--- src/rtl/lzc_stream_if.sv ---
// lzc_stream beat/result handshake bundle.
// master drives beats and consumes results; slave is the counter.
interface lzc_stream_if #(
  parameter int WIDTH     = 8,
  parameter int MAX_WORDS = 4
);
  localparam int CW = $clog2(WIDTH*MAX_WORDS+1);
  localparam int NW = $clog2(MAX_WORDS+1);

  logic             in_valid;
  logic             in_ready;
  logic [WIDTH-1:0] in_data;
  logic             in_last;
  logic             in_mode;
  logic             out_valid;
  logic             out_ready;
  logic [CW-1:0]    out_count;
  logic             out_allzero;
  logic [NW-1:0]    out_words;

  modport master (
    output in_valid, in_data, in_last, in_mode, out_ready,
    input  in_ready, out_valid, out_count, out_allzero, out_words
  );

  modport slave (
    input  in_valid, in_data, in_last, in_mode, out_ready,
    output in_ready, out_valid, out_count, out_allzero, out_words
  );
endinterface

--- src/rtl/lzc_stream.sv ---
// Streaming multi-beat leading/trailing zero counter, one result slot.
// LZC_EARLY_EXIT_EN enables in_mode early-exit frames and the DRAIN state.
module lzc_stream #(
  parameter int WIDTH     = 8,
  parameter int MAX_WORDS = 4,
  parameter int TRAILING  = 0
) (
  input logic         CLK,
  input logic         rst_n,
  lzc_stream_if.slave bus
);
  localparam int CW = $clog2(WIDTH*MAX_WORDS+1);
  localparam int NW = $clog2(MAX_WORDS+1);
  localparam int LW = $clog2(WIDTH);

  logic [WIDTH-1:0] beat;
  logic [WIDTH-1:0] norm;
  logic [LW-1:0]    lz;
  logic [CW-1:0]    beat_lz;
  logic [CW-1:0]    cnt_nx;
  logic [NW-1:0]    words_nx;
  logic             beat_zero;
  logic             found_nx;
  logic             fire;
  logic             at_max;
  logic             early;
  logic             term;
  logic             go_drain;
  logic             drain;
  logic             mode_eff;

  logic [CW-1:0] cnt_q, cnt_d;
  logic [NW-1:0] words_q, words_d;
  logic          found_q, found_d;
  logic          ov_q, ov_d;
  logic [CW-1:0] oc_q, oc_d;
  logic          oa_q, oa_d;
  logic [NW-1:0] ow_q, ow_d;

`ifdef LZC_EARLY_EXIT_EN
  localparam logic [0:0] ACC   = 1'b0;
  localparam logic [0:0] DRAIN = 1'b1;

  logic [0:0] state_q, state_d;
  logic       mode_q, mode_d;
  logic       first;

  assign first    = words_q == '0;
  assign drain    = state_q == DRAIN;
  assign mode_eff = first ? bus.in_mode : mode_q;
`else
  assign drain    = 1'b0;
  assign mode_eff = 1'b0;
`endif

  always_comb begin
    beat = bus.in_data;
    if (TRAILING != 0) begin
      for (int i = 0; i < WIDTH; i++) begin
        beat[i] = bus.in_data[WIDTH-1-i];
      end
    end
  end

  // Binary normalisation tree: each level tests the top half of what is left.
  always_comb begin
    norm = beat;
    lz   = '0;
    for (int l = LW-1; l >= 0; l--) begin
      if ((norm >> (WIDTH - (1 << l))) == '0) begin
        lz[l] = 1'b1;
        norm  = norm << (1 << l);
      end
    end
  end

  assign beat_zero = ~|beat;
  assign beat_lz   = beat_zero ? CW'(WIDTH) : CW'(lz);
  assign cnt_nx    = found_q ? cnt_q : cnt_q + beat_lz;
  assign found_nx  = found_q | ~beat_zero;
  assign words_nx  = words_q + NW'(1);
  assign at_max    = words_nx == NW'(MAX_WORDS);
  assign early     = mode_eff & ~beat_zero;
  assign term      = bus.in_last | at_max | early;
  assign go_drain  = early & ~bus.in_last & ~at_max;

  assign bus.in_ready    = drain | ~ov_q | bus.out_ready;
  assign fire            = bus.in_valid & bus.in_ready;
  assign bus.out_valid   = ov_q;
  assign bus.out_count   = oc_q;
  assign bus.out_allzero = oa_q;
  assign bus.out_words   = ow_q;

  always_comb begin
    cnt_d   = cnt_q;
    words_d = words_q;
    found_d = found_q;
    ov_d    = ov_q & ~bus.out_ready;
    oc_d    = oc_q;
    oa_d    = oa_q;
    ow_d    = ow_q;
`ifdef LZC_EARLY_EXIT_EN
    state_d = state_q;
    mode_d  = mode_q;
`endif
    unique case (1'b1)
      fire & drain: begin
        words_d = (bus.in_last | at_max) ? '0 : words_nx;
`ifdef LZC_EARLY_EXIT_EN
        state_d = (bus.in_last | at_max) ? ACC : DRAIN;
`endif
      end
      fire & ~drain & term: begin
        ov_d    = 1'b1;
        oc_d    = cnt_nx;
        oa_d    = ~found_nx;
        ow_d    = words_nx;
        cnt_d   = '0;
        found_d = 1'b0;
        // Drain keeps the beat tally so the frame still ends at MAX_WORDS.
        words_d = go_drain ? words_nx : '0;
`ifdef LZC_EARLY_EXIT_EN
        state_d = go_drain ? DRAIN : ACC;
`endif
      end
      fire & ~drain & ~term: begin
        cnt_d   = cnt_nx;
        words_d = words_nx;
        found_d = found_nx;
`ifdef LZC_EARLY_EXIT_EN
        if (first) mode_d = bus.in_mode;
`endif
      end
      default: ;
    endcase
  end

  always_ff @(posedge CLK or negedge rst_n) begin
    if (!rst_n) begin
      cnt_q   <= '0;
      words_q <= '0;
      found_q <= 1'b0;
      ov_q    <= 1'b0;
      oc_q    <= '0;
      oa_q    <= 1'b0;
      ow_q    <= '0;
    end else begin
      cnt_q   <= cnt_d;
      words_q <= words_d;
      found_q <= found_d;
      ov_q    <= ov_d;
      oc_q    <= oc_d;
      oa_q    <= oa_d;
      ow_q    <= ow_d;
    end
  end

`ifdef LZC_EARLY_EXIT_EN
  always_ff @(posedge CLK or negedge rst_n) begin
    if (!rst_n) begin
      state_q <= ACC;
      mode_q  <= 1'b0;
    end else begin
      state_q <= state_d;
      mode_q  <= mode_d;
    end
  end
`endif
endmodule

--- src/flat_wrapper.sv ---
// flat-port wrapper written by rule: the top's interface ports become plain ports
module lzc_stream_flat 
#(
  parameter int WIDTH     = 8,
  parameter int MAX_WORDS = 4,
  parameter int TRAILING  = 0
)
  (CLK, rst_n, bus_in_valid, bus_in_data, bus_in_last, bus_in_mode, bus_out_ready, bus_in_ready, bus_out_valid, bus_out_count, bus_out_allzero, bus_out_words);
  lzc_stream_if #(.WIDTH(WIDTH), .MAX_WORDS(MAX_WORDS)) bus_i ();
  input logic CLK;
  input logic rst_n;
  input wire logic [$bits(bus_i.in_valid)-1:0] bus_in_valid;
  input wire logic [$bits(bus_i.in_data)-1:0] bus_in_data;
  input wire logic [$bits(bus_i.in_last)-1:0] bus_in_last;
  input wire logic [$bits(bus_i.in_mode)-1:0] bus_in_mode;
  input wire logic [$bits(bus_i.out_ready)-1:0] bus_out_ready;
  output wire logic [$bits(bus_i.in_ready)-1:0] bus_in_ready;
  output wire logic [$bits(bus_i.out_valid)-1:0] bus_out_valid;
  output wire logic [$bits(bus_i.out_count)-1:0] bus_out_count;
  output wire logic [$bits(bus_i.out_allzero)-1:0] bus_out_allzero;
  output wire logic [$bits(bus_i.out_words)-1:0] bus_out_words;
  assign bus_i.in_valid = bus_in_valid;
  assign bus_i.in_data = bus_in_data;
  assign bus_i.in_last = bus_in_last;
  assign bus_i.in_mode = bus_in_mode;
  assign bus_i.out_ready = bus_out_ready;
  assign bus_in_ready = bus_i.in_ready;
  assign bus_out_valid = bus_i.out_valid;
  assign bus_out_count = bus_i.out_count;
  assign bus_out_allzero = bus_i.out_allzero;
  assign bus_out_words = bus_i.out_words;
  lzc_stream #(.WIDTH(WIDTH), .MAX_WORDS(MAX_WORDS), .TRAILING(TRAILING)) u_core (.CLK(CLK), .rst_n(rst_n), .bus(bus_i));
endmodule
--- config.mk ---
export PLATFORM = sky130hd
export DESIGN_NAME = lzc_stream_flat
export DESIGN_NICKNAME = d
export VERILOG_FILES = /design/src/rtl/lzc_stream_if.sv /design/src/rtl/lzc_stream.sv /design/src/flat_wrapper.sv
export SDC_FILE = /design/constraint.sdc
export NUM_CORES = 1
export LEC_CHECK = 0
export ABC_CLOCK_PERIOD_IN_PS = 2700
export CORE_MARGIN = 2
export CORE_UTILIZATION = 40
export DETAILED_ROUTE_END_ITERATION = 10
export GPL_ROUTABILITY_DRIVEN = 0
export PLACE_DENSITY = 0.66
export SLEW_MARGIN = 20
export SYNTH_ARGS = -nofsm -noshare
export SYNTH_HDL_FRONTEND = slang
export SYNTH_SLANG_ARGS = --single-unit
--- constraint.sdc ---
create_clock -name CLK -period 2.7 [get_ports CLK]
set_input_delay 0.405 -clock CLK [delete_from_list [all_inputs] [get_ports CLK]]
set_output_delay 0.405 -clock CLK [all_outputs]
set_load 0.02 [all_outputs]
=== Word-level counts from Yosys, hierarchy flattened ===
Cells that the tools add are included.

* Add/sub/neg operators: 2
* Multiply operators: 0
* Divide/modulo/power cells: 0
* Magnitude comparators: 0
* Equal/unequal tests: 1
* Shift-type cells: 0
* Multiplexer cells: 11
* Bitwise gates (word level): 11
* Reductions and logical operators: 5

{| class="wikitable"
|+ Operator list
! cell !! count
|-
| 8-bit zero test || 3
|-
| 8-bit 2-to-1 mux || 2
|-
| 6-bit one-hot mux with 2 select lines || 1
|-
| 8-bit OR reduction || 1
|-
| 6-bit adder || 1
|-
| 6-bit 2-to-1 mux || 1
|-
| 3-bit one-hot mux with 2 select lines || 1
|-
| 1-bit bitwise AND || 4
|-
| 1-bit 2-to-1 mux || 4
|-
| 4-bit 2-to-1 mux || 1
|-
| 1-bit NOT || 4
|-
| 3-bit by 1-bit adder with 3-bit output (second input constant) || 1
|-
| 3-bit equality test (second input constant) || 1
|-
| 1-bit bitwise OR || 3
|-
| 1-bit one-hot mux with 2 select lines || 1
|-
| 2-bit nonzero test || 1
|}

* Register bits after elaboration: 21
* Bits in latches: 0
* Memory bits (writable): 0
* Memory bits (read-only): 0
* Input port bits: 14
* Output and inout bits: 12
* Memories: 0

=== Logic depth before layout (Yosys ltp) ===
Gate-level depths: netlist (run 1).

* Depth in word-level cells: 10
* Gate-level depth with buffers: 11
* Depth with buffers taken out: 11

=== Worst setup path before layout (run 1) ===
Ideal clock, no wire load.

* Kind: input port to flip-flop
* From: input bus_in_data[5]
* To: register u_core.cnt_q[4]
* Setup time: 66 ps
* Arrival time: 2,309 ps
* Data required time: 2,634 ps
* Slack: 326 ps
* Cell stages on the path: 11
* Path buffers: 0
* Cells stage by stage: nor4_1 > o21ai_0 > o21ai_0 > nor2_1 > ha_1 > fa_1 > a21o_1 > a21oi_1 > nor2_1 > o21ai_0 > a22o_1

* Longest elaborated chain between the ends: 10

{| class="wikitable"
|+ RTL lines
! what !! RTL line !! source
|-
| start, declared || flat_wrapper.sv:13 || <nowiki>input wire logic [$bits(bus_i.in_data)-1:0] bus_in_data;</nowiki>
|-
| 8-bit zero test || lzc_stream.sv:70 || <nowiki>if ((norm >> (WIDTH - (1 << l))) == '0) begin</nowiki>
|-
| 8-bit 2-to-1 mux || lzc_stream.sv:70 ||
|-
| 8-bit zero test || lzc_stream.sv:70 ||
|-
| 8-bit 2-to-1 mux || lzc_stream.sv:70 ||
|-
| 8-bit zero test || lzc_stream.sv:70 ||
|-
| 1-bit 2-to-1 mux || lzc_stream.sv:70 ||
|-
| 4-bit 2-to-1 mux (*) || lzc_stream.sv:78 || <nowiki>assign beat_lz = beat_zero ? CW'(WIDTH) : CW'(lz);</nowiki>
|-
| 6-bit adder (*) || lzc_stream.sv:79 || <nowiki>assign cnt_nx = found_q ? cnt_q : cnt_q + beat_lz;</nowiki>
|-
| 6-bit 2-to-1 mux (*) || lzc_stream.sv:79 ||
|-
| 6-bit one-hot mux with 2 select lines (*) || lzc_stream.sv:106 || <nowiki>unique case (1'b1)</nowiki>
|-
| end signal, assigned || lzc_stream.sv:148 || <nowiki>cnt_q <= cnt_d;</nowiki>
|-
| end, declared || lzc_stream.sv:32 || <nowiki>logic [CW-1:0] cnt_q, cnt_d;</nowiki>
|}

Mark *: on every way between the ends. The rest lies on a longest branch, timed or not.
A chain may end at the register's enable or synchronous reset.

=== Worst setup path in the final report (run 1) ===
* From: input bus_in_data[1]
* To: register u_core.cnt_q[4]

* Longest elaborated chain between the ends: 8

{| class="wikitable"
|+ RTL lines
! what !! RTL line
|-
| 8-bit 2-to-1 mux (2 in series) || lzc_stream.sv:70
|-
| 8-bit zero test || lzc_stream.sv:70
|-
| 1-bit 2-to-1 mux || lzc_stream.sv:70
|-
| 4-bit 2-to-1 mux (*) || lzc_stream.sv:78
|-
| 6-bit adder (*) || lzc_stream.sv:79
|-
| 6-bit 2-to-1 mux (*) || lzc_stream.sv:79
|-
| 6-bit one-hot mux with 2 select lines (*) || lzc_stream.sv:106
|}

Marked as above.

==> impl_metrics.csv, run 1 <==
group,metric,value,unit
final_layout,seqCellArea,525.5,um2
die,dieHeight,57.82,um
clock_network,path_clk_slew,0.11,ns
final_layout,final_nets,176,
power_and_ir_drop,vdd_ir_drop_max,0.0004765,V
power_and_ir_drop,powerDensity,518.4,nW/um2
yosys,synth_edf_count,0,
sta,worst_slew_pin_slew,0.4338,ns
clock_network,ctsHtreeMaxLevel,1,
clock_network,clk_latency,0.30,ns
setup_path,crit_buf_inv,3,
clock_network,cts_hold_buf,0,
global_routing,grtUsageTotal,0.1549,
final_layout,final_cell_area,1556,um2
final_layout,n_fill_cell,241,
clock_network,root_buffer,"clkbuf_4",
yosys,ys_seq_elements,21,
routing,vias_per_cell,5.114,
routing,dr.first_iter.drc_count,21,
sta,hold_viol_final,0,
yosys,synth_area,1159,um2
sta,slew_viol_final,0,
place,dp_hpwl,1792,um
sta,timing.slew.headroom,0.7108,
routing,ant_nets,0,
global_routing,grt_max_degree,22,
setup_path,crit_arrival,2.87,ns
die,die_x,57.82,um
die,initial_core_util,0.4201,
routing,wl_per_cell,12.57,um
power_and_ir_drop,p_leak,0.7440,nW
final_layout,fin_util,0.5644,
global_routing,overflow,0,
clock_network,clk_path_buf_depth,2,
clock_network,post_cts_resized,0,
routing,drc_errors,0,
yosys,avgSynthCellArea,9.903,um2
yosys,ys.flop_type,"dfrtp_1",
final_layout,multi_input_area,626.9,um2
global_routing,grt_pass1_wl,3953,um
die,coreArea,2758,um2
yosys,yosysWarnings,0,
yosys,ys_types,31,
setup_path,crit_path_max_fanout,3,
final_layout,final_cells,185,
place,postPlaceCellArea,1503,um2
sta,final.setup_skew,0.002439,ns
yosys,syn-instance-count,117,
final_layout,area_growth,34.34,%
clock_network,cts_made_buffers,3,
sta,setup_slack,0.07708,ns
outcome,outcome,"finished clean",
setup_path,critPathKind,"input port to register",
sta,setup_tns,0,ns
die,row_count,19,
sta,max_freq,0.3813,GHz
setup_path,setup.worst_path.start_class,"input port",
setup_path,max_stage_delay,0.46,ns
routing,dr_total_vias,946,
sta,hold-worst-slack,0.4230,ns
die,dieArea,3343,um2
setup_path,worstSetupEndpointType,"register",
setup_path,crit_chain,"clkdlybuf4s50_1 > nor4_4 > buf_4 > o31a_1 > nor3_2 > buf_4 > fa_1 > a21o_1 > a21oi_1 > nor2_1 > o21ai_0 > a22o_1",
setup_path,required,2.95,ns
worst_hold_path,hp-class,"input port to async pin",
routing,first_pass_iters,3,
yosys,synth-seq-area-share,0.4536,
yosys,async_reset_ff_frac,1.000,
yosys,synth_nets,138,
clock_network,clock-sinks,21,
final_layout,layout_common_cells,"clkdlybuf4s50_1 (24), dfrtp_1 (21), nand2_1 (20), o21ai_0 (14), buf_4 (12)",
sta,setup_viol,0,
run,max-cap-violations,0,
sta,finalCritPeriodShare,0.9715,
place,portBuffers,24,
clock_network,post-cts-setup-buffers,0,
place,dp_slack,-0.2889,ns
final_layout,diodes,0,
final_layout,layout_commonest_cell,"clkdlybuf4s50_1",
power_and_ir_drop,finalPower,806.9,uW
final_layout,drive_above_1_share,0.1818,
setup_path,path_common_cell,"buf_4",
clock_network,cts_tree,"built",
sta,rsz0062_at_grt,"true",
sta,min_period,2.623,ns
place,dp.cells,181,
die,ios,26,
setup_path,critPathTopFamily,"compound AO/OA/AOI/OAI gates",
global_routing,antenna_found_initial,0,
global_routing,grt_pass1_vias,902,
setup_path,cp_slowest_cell,"clkdlybuf4s50_1",
routing,routed_wl,2325,um
## synthesized netlist by cell type (all sizes together), types with 3 or more instances
cell,n,area (um2)
and2,3,18.77
xor2,3,26.28
nand2,21,86.33
ha,6,75.07
a21o,4,31.28
a22o,3,26.28
a21oi,8,40.04
nor2,7,26.28
nor2b,3,18.77
dfrtp,21,525.5
o21ai,16,87.59
mux2,3,45.04
## cells by family (layout without fill, tap and decap cells)
family          count (synthesis)  count (layout)  share of synthesized area
compound gates                 35              35                     0.1868
xor+xnor                        5               5                    0.03780
fa+ha+maj                       7               7                    0.08207
buf+inv                         5              42                    0.02807
flops                          21              21                     0.4536
mux                             3               3                    0.03887
simple gates                   41              41                     0.1728
## state kept, by name, indices dropped and copies added, names as in the netlist
| register | count |
|---|---|
| u_core.bus.out_words | 3 |
| u_core.bus.out_count | 6 |
| u_core.bus.out_valid | 1 |
| u_core.cnt_q | 6 |
| u_core.found_q | 1 |
| u_core.bus.out_allzero | 1 |
| u_core.words_q | 3 |
## area by class of cell
class / count / share of cell area
Clock buffer: 3 / 0.01447
Clock inverter: 1 / 0.003215
Inverter: 2 / 0.004823
Multi-Input combinational cell: 91 / 0.4027
Sequential cell: 21 / 0.3376
Tap cell: 31 / 0.02492
Timing Repair Buffer: 36 / 0.2122
## path summary, 6_finish.rpt
check	startpoint	end	slack [ns]	cells after the start
hold / removal	rst_n	u_core.bus.out_count[4]$_DFFE_PN0P_	0.42	2
min in group CLK	u_core.bus.out_words[0]$_DFFE_PN0P_	u_core.bus.out_words[0]$_DFFE_PN0P_	0.49	2
setup reg to reg	u_core.cnt_q[0]$_DFFE_PN0P_	u_core.cnt_q[4]$_DFFE_PN0P_	0.81	7
max in group asynchronous	rst_n	u_core.bus.out_count[3]$_DFFE_PN0P_	2.07	2
hold reg to reg	u_core.bus.out_words[0]$_DFFE_PN0P_	u_core.bus.out_words[0]$_DFFE_PN0P_	0.49	2
setup / recovery	bus_in_data[1]	u_core.cnt_q[4]$_DFFE_PN0P_	0.08	12
## worst reg2reg max path: cells and delay by family, from the launching register on
kind                     cells  cell delay, ns
AO/OA/AOI/OAI                4            0.71
adder cells (fa/ha/maj)      2            0.62
AND/OR/NAND/NOR              1            0.09
flip-flops                   1            0.42
## where the power goes
part	switching, mW	internal, mW
Sequential	0.0399	0.359
Combinational	0.125	0.134
Clock	0.0930	0.0553
Total	0.258	0.549
## routing by layer
layer	part of all wire	track usage
met5	0	0
met3	0.037	0.05134
met4	0.0073	0.03987
met2	0.46	0.2451
met1	0.50	0.2055
(Power assumes the default switching activity.)
==> run 2: changes to the inputs <==
--- a/config.mk
+++ b/config.mk
@@ -6,6 +6,7 @@
 export NUM_CORES = 1
 export LEC_CHECK = 0
 export ABC_CLOCK_PERIOD_IN_PS = 2700
+export CORE_ASPECT_RATIO = 2
 export CORE_MARGIN = 2
 export CORE_UTILIZATION = 40
 export DETAILED_ROUTE_END_ITERATION = 10
==> impl_metrics.csv, run 2 (synthesis gave the netlist of run 1 again) <==
group,metric,value,unit
clock_network,path_clk_slew,0.08,ns
place,dp.cells,180,
sta,final.setup_skew,0.003206,ns
setup_path,crit_buf_inv,2,
final_layout,n_fill_cell,244,
routing,dr.first_iter.drc_count,20,
outcome,outcome,"finished clean",
power_and_ir_drop,powerDensity,548.4,nW/um2
setup_path,max_stage_delay,0.43,ns
setup_path,crit_chain,"clkdlybuf4s50_1 > nor4_2 > buf_4 > o31a_1 > nor3_2 > ha_1 > a21o_1 > a21oi_2 > xor2_1 > o21ai_1 > mux2_4",
routing,drc_errors,0,
clock_network,clock-sinks,21,
setup_path,cp_num_cells,11,
place,postPlaceCellArea,1508,um2
setup_path,crit_path_max_fanout,2,
final_layout,diodes,0,
die,coreArea,2770,um2
routing,first_pass_iters,2,
final_layout,drive_above_1_share,0.2051,
setup_path,setup.worst_path.start_class,"input port",
sta,finalCritPeriodShare,0.9449,
final_layout,layout_commonest_cell,"clkdlybuf4s50_1",
clock_network,cts_tree,"built",
routing,routed_wl,2433,um
final_layout,final_cells,185,
routing,dr_total_vias,972,
setup_path,critPathTopFamily,"buffers and inverters",
final_layout,final_nets,178,
sta,setup_viol,0,
worst_hold_path,hold_depth,2,
sta,rsz0062_at_grt,"false",
setup_path,r2r_slack,0.87,ns
setup_path,ff2ff_path_depth,6,
routing,vias_per_cell,5.254,
sta,worst_slew_pin_slew,0.4629,ns
final_layout,final_cell_area,1597,um2
final_layout,layout_common_cells,"clkdlybuf4s50_1 (23), dfrtp_1 (21), nand2_1 (20), buf_4 (14), o21ai_0 (12)",
sta,setup_slack,0.1489,ns
sta,slew_viol_final,0,
clock_network,clk_latency,0.26,ns
setup_path,r2r-start,"u_core.words_q[0]$_DFFE_PN0P_",
setup_path,cp-startpoint,"bus_in_data[6]",
global_routing,antenna_found_initial,0,
power_and_ir_drop,vdd_ir_drop_max,0.0002439,V
die,die_x,42.06,um
sta,hold_viol_final,0,
clock_network,clk_path_buf_depth,2,
routing,wl_per_cell,13.15,um
sta,timing.slew.headroom,0.6914,
die,dieHeight,80.11,um
sta,max_freq,0.3920,GHz
clock_network,root_buffer,"clkbuf_8",
worst_hold_path,min_from,"u_core.bus.out_count[2]$_DFFE_PN0P_",
routing,ant_nets,0,
global_routing,overflow,0,
die,dieArea,3369,um2
die,initial_core_util,0.4182,
worst_hold_path,holdPathEnd,"u_core.bus.out_count[2]$_DFFE_PN0P_",
setup_path,required,2.85,ns
run,max-cap-violations,0,
sta,min_period,2.551,ns
clock_network,cts_made_buffers,3,
die,ios,26,
final_layout,fin_util,0.5763,
die,row_count,27,
place,portBuffers,24,
setup_path,critPathKind,"input port to register",
global_routing,grt_max_degree,22,
setup_path,cp_slowest_cell,"clkdlybuf4s50_1",
final_layout,area_growth,37.80,%
place,dp_slack,-0.3023,ns
clock_network,ctsHtreeMaxLevel,1,
global_routing,grt_pass1_wl,3898,um
setup_path,worstSetupEndpointType,"register",
global_routing,grtUsageTotal,0.1485,
global_routing,grt_pass1_vias,953,
setup_path,r2r-end,"u_core.bus.out_count[3]$_DFFE_PN0P_",
place,dp_hpwl,1927,um
power_and_ir_drop,finalPower,875.5,uW
power_and_ir_drop,p_leak,0.7672,nW
worst_hold_path,hp-class,"register to register",
setup_path,crit_arrival,2.70,ns
run 2: worst max path at each step:
stage / slack [ns] / endpoint
floorplan: 0.33 / u_core.cnt_q[4]$_DFFE_PN0P_
global placement: -0.23 / u_core.cnt_q[4]$_DFFE_PN0P_
detailed placement: -0.30 / u_core.cnt_q[4]$_DFFE_PN0P_
CTS: 0.008 / u_core.cnt_q[4]$_DFFE_PN0P_
global route: 0.02 / u_core.bus.out_count[3]$_DFFE_PN0P_
finish: 0.15 / u_core.bus.out_count[3]$_DFFE_PN0P_
run 2: final cells by class:
type,count,area [um2],share of cell area
well taps,29,36.28,0.02273
flip-flops and latches,21,525.5,0.3292
multi-input cells,91,633.1,0.3966
clock buffers,3,41.29,0.02586
repair buffers,38,347.8,0.2179
inverters,2,7.507,0.004702
clock inverters,1,5.005,0.003135
run 2: power breakdown:
| group | internal (mW) | total (mW) | switching (mW) |
|---|---|---|---|
| registers | 0.359 | 0.400 | 0.0408 |
| logic | 0.141 | 0.271 | 0.129 |
| clock network | 0.103 | 0.205 | 0.102 |
run 2: per-layer routing:
metal	part of all wire	GRT usage	up-vias
li1	-	-	492
met1	0.38	0.1398	456
met2	0.58	0.3047	20
met3	0.034	0.02247	4
met4	0.011	0.05625	0
met5	0	0	-
run 2: tightest hold or removal path: cells and delay by family, from the launching register on:
family | cells | cell delay, ns
AO/OA/AOI/OAI | 1 | 0.05
flip-flops | 1 | 0.35
AND/OR/NAND/NOR | 1 | 0.06
run 2: what timing repair did:
item                       CTS  global route
hold buffers                 0             0
setup endpoints to repair    2             5
gates resized for setup      1             8
pin swaps                    0             5
setup buffers                0             1
run 2: through the flow:
step           TNS [ns]  hold slack [ns]
4_1_cts               0           0.4846
3_5_place_dp     -1.421           0.4671
6_report              0           0.4802
2_1_floorplan         0           0.1094
3_3_place_gp     -1.039           0.4622
5_1_grt               0           0.5051
==> run 3: changes to the inputs <==
--- a/config.mk
+++ b/config.mk
@@ -11,6 +11,7 @@
 export CORE_UTILIZATION = 40
 export DETAILED_ROUTE_END_ITERATION = 10
 export GPL_ROUTABILITY_DRIVEN = 0
+export MAX_ROUTING_LAYER = met4
 export PLACE_DENSITY = 0.66
 export SLEW_MARGIN = 20
 export SYNTH_ARGS = -nofsm -noshare
==> results of run 3 <==
No change in the layout: final DEF, timing and power equal those of run 2.
Main changes from that run: overall routing resource usage 0.1485 -> 0.1524
